## src/rtl/rca_serial_pkg.sv

```systemverilog
// Shared types and constants for the word-serial ripple-carry adder controller.
// Optional add/subtract mode is enabled with the RCA_SERIAL_ADDSUB_EN macro.
package rca_serial_pkg;

  typedef enum logic [1:0] {
    IDLE = 2'd0,
    RUN  = 2'd1,
    DONE = 2'd2
  } state_e;

  localparam int SLICE_W = 4;

  function automatic int slice_count(input int width);
    return width / SLICE_W;
  endfunction

  // The slice index needs at least one bit even when there is a single slice.
  function automatic int idx_width(input int nslice);
    return (nslice > 1) ? $clog2(nslice) : 1;
  endfunction

endpackage

```

## src/rtl/rca_slice4.sv

```systemverilog
// Purely combinational 4-bit ripple-carry slice, shared by every cycle of the
// word-serial add.
module rca_slice4
  import rca_serial_pkg::*;
(
  input  logic [SLICE_W-1:0] a_i,
  input  logic [SLICE_W-1:0] b_i,
  input  logic               cin_i,
  output logic [SLICE_W-1:0] sum_o,
  output logic               cout_o
);

  logic [SLICE_W:0] c;

  always_comb begin
    c     = '0;
    sum_o = '0;
    c[0]  = cin_i;
    for (int i = 0; i < SLICE_W; i++) begin
      sum_o[i] = a_i[i] ^ b_i[i] ^ c[i];
      c[i+1]   = (a_i[i] & b_i[i]) | (c[i] & (a_i[i] ^ b_i[i]));
    end
    cout_o = c[SLICE_W];
  end

endmodule

```

## src/rtl/rca_word_serial_ctrl.sv

```systemverilog
// Word-serial multi-precision adder: one 4-bit slice is stepped over WIDTH/4
// cycles with the inter-slice carry held in a register. RCA_SERIAL_ADDSUB_EN adds a sub port.
module rca_word_serial_ctrl
  import rca_serial_pkg::*;
#(
  parameter int WIDTH = 16
) (
  input  logic             clk,
  input  logic             rst_n,
  input  logic             in_valid,
  output logic             in_ready,
  input  logic [WIDTH-1:0] a,
  input  logic [WIDTH-1:0] b,
  input  logic             cin,
`ifdef RCA_SERIAL_ADDSUB_EN
  input  logic             sub,
`endif
  output logic             out_valid,
  input  logic             out_ready,
  output logic [WIDTH-1:0] sum,
  output logic             cout,
  output logic             busy,
  output logic [1:0]       dbg_state_o
);

  localparam int NSLICE = slice_count(WIDTH);
  localparam int IDX_W  = idx_width(NSLICE);

  if (((WIDTH % SLICE_W) != 0) || (WIDTH < SLICE_W)) begin : g_bad_width
    $error("rca_word_serial_ctrl: WIDTH must be a multiple of 4 and at least 4");
  end

  // Handshakes: a transfer happens on a rising edge where valid and ready are
  // both high; valid never depends on ready, and in_valid seen while in_ready
  // is low is simply dropped (nothing is queued).

  state_e             state_q;
  logic [IDX_W-1:0]   idx_q;
  logic               carry_q;
  logic [WIDTH-1:0]   a_q;
  logic [WIDTH-1:0]   b_q;
  logic [WIDTH-1:0]   sum_q;
  logic [WIDTH-1:0]   sum_d;
  logic               cout_q;
  logic               in_ready_q;
  logic               out_valid_q;
  logic               busy_q;
  logic               sub_q;

  logic [SLICE_W-1:0] a_sl;
  logic [SLICE_W-1:0] b_sl;
  logic [SLICE_W-1:0] slice_sum;
  logic               slice_co;
  logic               last_slice;
  logic               start_carry;
  logic               start_sub;

`ifdef RCA_SERIAL_ADDSUB_EN
  // Subtraction is a + ~b + 1, so the caller's cin plays no part.
  assign start_sub   = sub;
  assign start_carry = sub ? 1'b1 : cin;
`else
  assign start_sub   = 1'b0;
  assign start_carry = cin;
`endif

  always_comb begin
    a_sl  = '0;
    b_sl  = '0;
    sum_d = sum_q;
    for (int i = 0; i < NSLICE; i++) begin
      if (idx_q == IDX_W'(i)) begin
        a_sl = a_q[i*SLICE_W +: SLICE_W];
        b_sl = b_q[i*SLICE_W +: SLICE_W];
      end
    end
    if (sub_q) begin
      b_sl = ~b_sl;
    end
    for (int i = 0; i < NSLICE; i++) begin
      if (idx_q == IDX_W'(i)) begin
        sum_d[i*SLICE_W +: SLICE_W] = slice_sum;
      end
    end
  end

  assign last_slice = (idx_q == IDX_W'(NSLICE - 1));

  rca_slice4 u_slice (
    .a_i    (a_sl),
    .b_i    (b_sl),
    .cin_i  (carry_q),
    .sum_o  (slice_sum),
    .cout_o (slice_co)
  );

  always_ff @(posedge clk) begin
    if (!rst_n) begin
      state_q     <= IDLE;
      idx_q       <= '0;
      carry_q     <= 1'b0;
      a_q         <= '0;
      b_q         <= '0;
      sum_q       <= '0;
      cout_q      <= 1'b0;
      sub_q       <= 1'b0;
      in_ready_q  <= 1'b1;
      out_valid_q <= 1'b0;
      busy_q      <= 1'b0;
    end else begin
      case (state_q)
        IDLE: begin
          if (in_valid && in_ready_q) begin
            a_q        <= a;
            b_q        <= b;
            sub_q      <= start_sub;
            carry_q    <= start_carry;
            idx_q      <= '0;
            state_q    <= RUN;
            in_ready_q <= 1'b0;
            busy_q     <= 1'b1;
          end
        end
        RUN: begin
          sum_q   <= sum_d;
          carry_q <= slice_co;
          if (last_slice) begin
            cout_q      <= slice_co;
            state_q     <= DONE;
            out_valid_q <= 1'b1;
          end else begin
            idx_q <= idx_q + 1'b1;
          end
        end
        DONE: begin
          // sum/cout are frozen here until the consumer takes them.
          if (out_ready) begin
            state_q     <= IDLE;
            idx_q       <= '0;
            out_valid_q <= 1'b0;
            busy_q      <= 1'b0;
            in_ready_q  <= 1'b1;
          end
        end
        default: begin
          state_q     <= IDLE;
          idx_q       <= '0;
          out_valid_q <= 1'b0;
          busy_q      <= 1'b0;
          in_ready_q  <= 1'b1;
        end
      endcase
    end
  end

  assign in_ready    = in_ready_q;
  assign out_valid   = out_valid_q;
  assign busy        = busy_q;
  assign sum         = sum_q;
  assign cout        = cout_q;
  assign dbg_state_o = state_q;

endmodule

```

## config.mk

```make
export PLATFORM = sky130hd
export DESIGN_NAME = rca_word_serial_ctrl
export DESIGN_NICKNAME = d
export VERILOG_FILES = /design/src/rtl/rca_serial_pkg.sv /design/src/rtl/rca_slice4.sv /design/src/rtl/rca_word_serial_ctrl.sv
export SDC_FILE = /design/constraint.sdc
export NUM_CORES = 1
export LEC_CHECK = 0
export CAP_MARGIN = 25
export CORE_ASPECT_RATIO = 2
export CORE_UTILIZATION = 25
export DETAILED_ROUTE_END_ITERATION = 10
export SLEW_MARGIN = 40
export SYNTH_ARGS = -nofsm -noshare
export SYNTH_HDL_FRONTEND = slang
export SYNTH_HIERARCHICAL = 1
export SYNTH_SLANG_ARGS = --single-unit
```

## constraint.sdc

```tcl
create_clock -name clk -period 6.3 [get_ports clk]
set_input_delay 1.26 -clock clk [delete_from_list [all_inputs] [get_ports clk]]
set_output_delay 1.26 -clock clk [all_outputs]
set_load 0.01 [all_outputs]
```

==> results.py <==
metrics = {
    "outcome": {
        "status": "finished, final reports clean",
    },
    "power": {
        "switchingPower_uw": 242.1,
        "power.clock.fraction": 0.455,
        "cellLeakagePower_uw": 0.001429,
        "swShare": 0.2430,
        "ir_worst_vdd_mv": 0.1272,
        "p_int_uw": 754.4,
        "p_seq_frac": 0.400,
        "comb_power_share": 0.145,
        "cellPowerDensity_nw_per_um2": 267.4,
    },
    "layout": {
        "finalNetCount": 407,
        "fillers": 1118,
        "area_delta_synth_final_pct": 33.53,
        "drive_gt1_frac": 0.1284,
        "diodes": 0,
    },
    "synthesis": {
        "ys_warn_count": 6,
        "synthCells": 313,
        "syn_avg_cell_area_sq_um": 8.918,
        "ys_types": 31,
        "synth.net_count": 358,
        "yosysSeqAreaShare": 0.4088,
        "ys_seq_elements": 57,
        "syn_area_sq_um": 2791,
    },
    "critical_path": {
        "crit_arrival_ps": 3550,
        "crit_slowest_cell": "dfxtp_1",
        "worstPathRequired_ps": 6560,
        "start_kind": "flip-flop",
        "reg2reg_from": "idx_q[0]",
        "reg2reg_to": "sum[15]",
        "worstSetupPathType": "reg2reg",
        "rrSetupSlack_ps": 3000,
        "worst-path-max-fanout": 17,
        "slowest_delay_ps": 410,
        "cp_common_cell": "inv_1",
        "reg2reg_depth": 15,
        "crit_path_end_kind": "flip-flop",
        "cp_cell_sequence": "inv_1, ha_1, a21oi_1, o21ai_0, a22o_1, fa_1, inv_1, fa_1, inv_1, fa_1, inv_1, fa_1, inv_1, mux2i_1, nor2b_1",
    },
    "route": {
        "drt_iter0_markers": 61,
        "wl_per_cell_microns": 12.64,
        "vias": 2209,
        "drc": 0,
        "vias_per_cell": 4.366,
        "ant_nets": 0,
        "first_pass_iters": 4,
        "wirelength_microns": 6398,
    },
    "placed_design": {
        "place_ws_ps": 3032,
        "dp_hpwl_microns": 4896,
        "place_congestion": 0.7639,
        "numPortBuffers": 58,
    },
    "hold_path": {
        "hold_path_class": "reg2reg",
        "hold_depth": 2,
        "min-delay-start": "b_q[9]",
        "hold_path_end": "b_q[9]",
    },
    "flow_run": {
        "drv_cap": 0,
    },
    "cts": {
        "clk_latency_ps": 320,
        "cts_hold_buf": 0,
        "cts_resized": 0,
        "numCtsBuffers": 9,
        "tritoncts": "done",
        "cts.sinks": 57,
        "clockBufferDepth": 2,
        "clk_root_buffer_cell": "clkbuf_16",
        "clk_pin_slew_ps": 50,
        "post_cts_buffers": 0,
        "h-tree-depth": 3,
    },
    "global_route": {
        "first_global_vias": 2227,
        "track_usage": 0.1172,
        "grt_max_degree": 61,
        "grt.overflow.total": 0,
        "grt_pass1_wl_microns": 10430,
        "antenna_found_initial": 0,
    },
    "sta": {
        "setup-tns-final_ps": 0,
        "hold_violations": 0,
        "timing.fmax_ghz": 0.3034,
        "finalWorstSetupSlack_ps": 3004,
        "rsz0062_at_grt": "false",
        "skew_ps": 7.436,
        "finalCritPeriodShare": 0.5232,
        "slew_headroom": 0.5674,
        "fin_crit_ps": 3296,
        "setup_viol_count_final": 0,
        "worst_pin_slew_ps": 648.9,
        "maxSlewViolCount": 0,
    },
    "floorplan": {
        "pin_count": 59,
        "rows": 54,
        "die_x_microns": 76.72,
        "start_util": 0.2566,
        "die_area_sq_um": 11620,
        "core-area_sq_um": 10880,
        "dieHeight_microns": 151.4,
    },
}
==> through the flow <==
step / power, uW / cell area [sq um] / instances / hold slack, ps / util
2_1_floorplan: 498.2 / 2791 / 313 / 443.8 / -
3_3_place_gp: 550.6 / 3450 / 491 / 460.1 / 0.3171
3_5_place_dp: 553.5 / 3450 / 491 / 461.8 / 0.3171
4_1_cts: 1012 / 3727 / 506 / 465.9 / 0.3427
5_1_grt: 1044 / 3727 / 506 / 485.5 / 0.3427
6_report: 996.6 / 3727 / 506 / 461.5 / 0.3427
==> power groups by stage <==
stage | Sequential (uW) | Combinational [uW] | Clock [uW]
6_report | 398 | 145 | 454
5_1_grt | 400 | 162 | 481
4_1_cts | 399 | 148 | 465
3_5_place_dp | 406 | 148 | 0
3_3_place_gp | 405 | 146 | 0
2_1_floorplan | 400 | 97.9 | 0
==> Yosys cell counts <==
cell type | count | area share
nand2_1 | 74 | 0.10
dfxtp_1 | 57 | 0.41
a21boi_2 | 30 | 0.12
inv_1 | 21 | 0.028
a21oi_1 | 20 | 0.036
mux2i_1 | 18 | 0.065
nor2b_1 | 18 | 0.040
o21ai_0 | 12 | 0.022
buf_2 | 9 | 0.016
clkbuf_1 | 9 | 0.012
a22o_1 | 8 | 0.025
fa_1 | 4 | 0.029
ha_1 | 4 | 0.018
nand3b_1 | 4 | 0.011
buf_8 | 3 | 0.016
nor2_1 | 3 | 0.0040
a21boi_0 | 2 | 0.0054
and3_1 | 2 | 0.0045
nand2b_1 | 2 | 0.0045
o2bb2ai_1 | 2 | 0.0063
a31oi_1 | 1 | 0.0022
a32o_1 | 1 | 0.0036
and2_1 | 1 | 0.0022
buf_1 | 1 | 0.0013
buf_4 | 1 | 0.0027
nand3_1 | 1 | 0.0018
nand4bb_1 | 1 | 0.0040
nor3_1 | 1 | 0.0018
nor3b_1 | 1 | 0.0027
nor4bb_1 | 1 | 0.0036
or2b_1 | 1 | 0.0027
==> cell type report <==
cell class / instances / area, sq um / area share
multi-input cells: 212 / 1451 / 0.3894
flip-flops and latches: 57 / 1141 / 0.3061
repair buffers: 61 / 603.1 / 0.1618
clock buffers: 11 / 232.7 / 0.06244
well taps: 140 / 175.2 / 0.04700
inverters: 21 / 78.83 / 0.02115
clock inverters: 4 / 45.04 / 0.01208
==> state kept, by name, indices dropped and copies added (netlist names) <==
register	flops
sum	16
b_q	16
cout	1
out_valid	1
carry_q	1
dbg_state_o	2
in_ready	1
busy	1
idx_q	2
a_q	16
==> placed cells by master, fill, tap and decap left out, types with 2 or more instances in the layout <==
cell / Yosys / layout
a22o_1: 8 / 8
a21boi_2: 30 / 30
nand2b_1: 2 / 2
inv_1: 21 / 21
clkbuf_1: 9 / 2
a21boi_0: 2 / 2
nand3b_1: 4 / 4
buf_4: 1 / 3
nand2_1: 74 / 74
clkdlybuf4s50_1: 0 / 58
mux2i_1: 18 / 18
ha_1: 4 / 4
clkinv_2: 0 / 3
dfxtp_1: 57 / 57
nor2b_1: 18 / 18
clkbuf_16: 0 / 9
a21oi_1: 20 / 20
and3_1: 2 / 2
fa_1: 4 / 4
nor2_1: 3 / 3
o21ai_0: 12 / 12
o2bb2ai_1: 2 / 2
==> worst max path at each step <==
stage             start      end  slack (ps)  depth (start not counted)
6_report       idx_q[0]  sum[15]        3000                         15
3_5_place_dp   idx_q[0]  sum[15]        3030                         15
5_1_grt        idx_q[0]  sum[15]        2740                         15
4_1_cts        idx_q[0]  sum[15]        3000                         15
2_1_floorplan  idx_q[0]  sum[15]        3230                         17
3_3_place_gp   idx_q[0]  sum[15]        3130                         15
==> cells by family after synthesis <==
logic type / Yosys count / share of synthesized area
and+or+nand+nor: 110 / 0.1824
AOI/OAI and AO/OA: 76 / 0.2210
DFF: 57 / 0.4088
buffers and inverters: 44 / 0.07665
muxes: 18 / 0.06454
adders and majority gates: 8 / 0.04662
==> routing by layer <==
layer,routed length (microns),track usage
met1,2431,0.1116
met4,225,0.07212
met3,237,0.02771
met2,3504,0.2228
met5,0,0
==> critical path: cells and delay by family (launching register included) <==
| family | cells | cell delay (ps) |
|---|---|---|
| adder cells (fa/ha/maj) | 5 | 1720 |
| AO/OA/AOI/OAI | 3 | 510 |
| flip-flops | 1 | 410 |
| buffers and inverters | 5 | 400 |
| AND/OR/NAND/NOR | 1 | 110 |
| multiplexers | 1 | 80 |
Power figures use the tool's default switching activity.
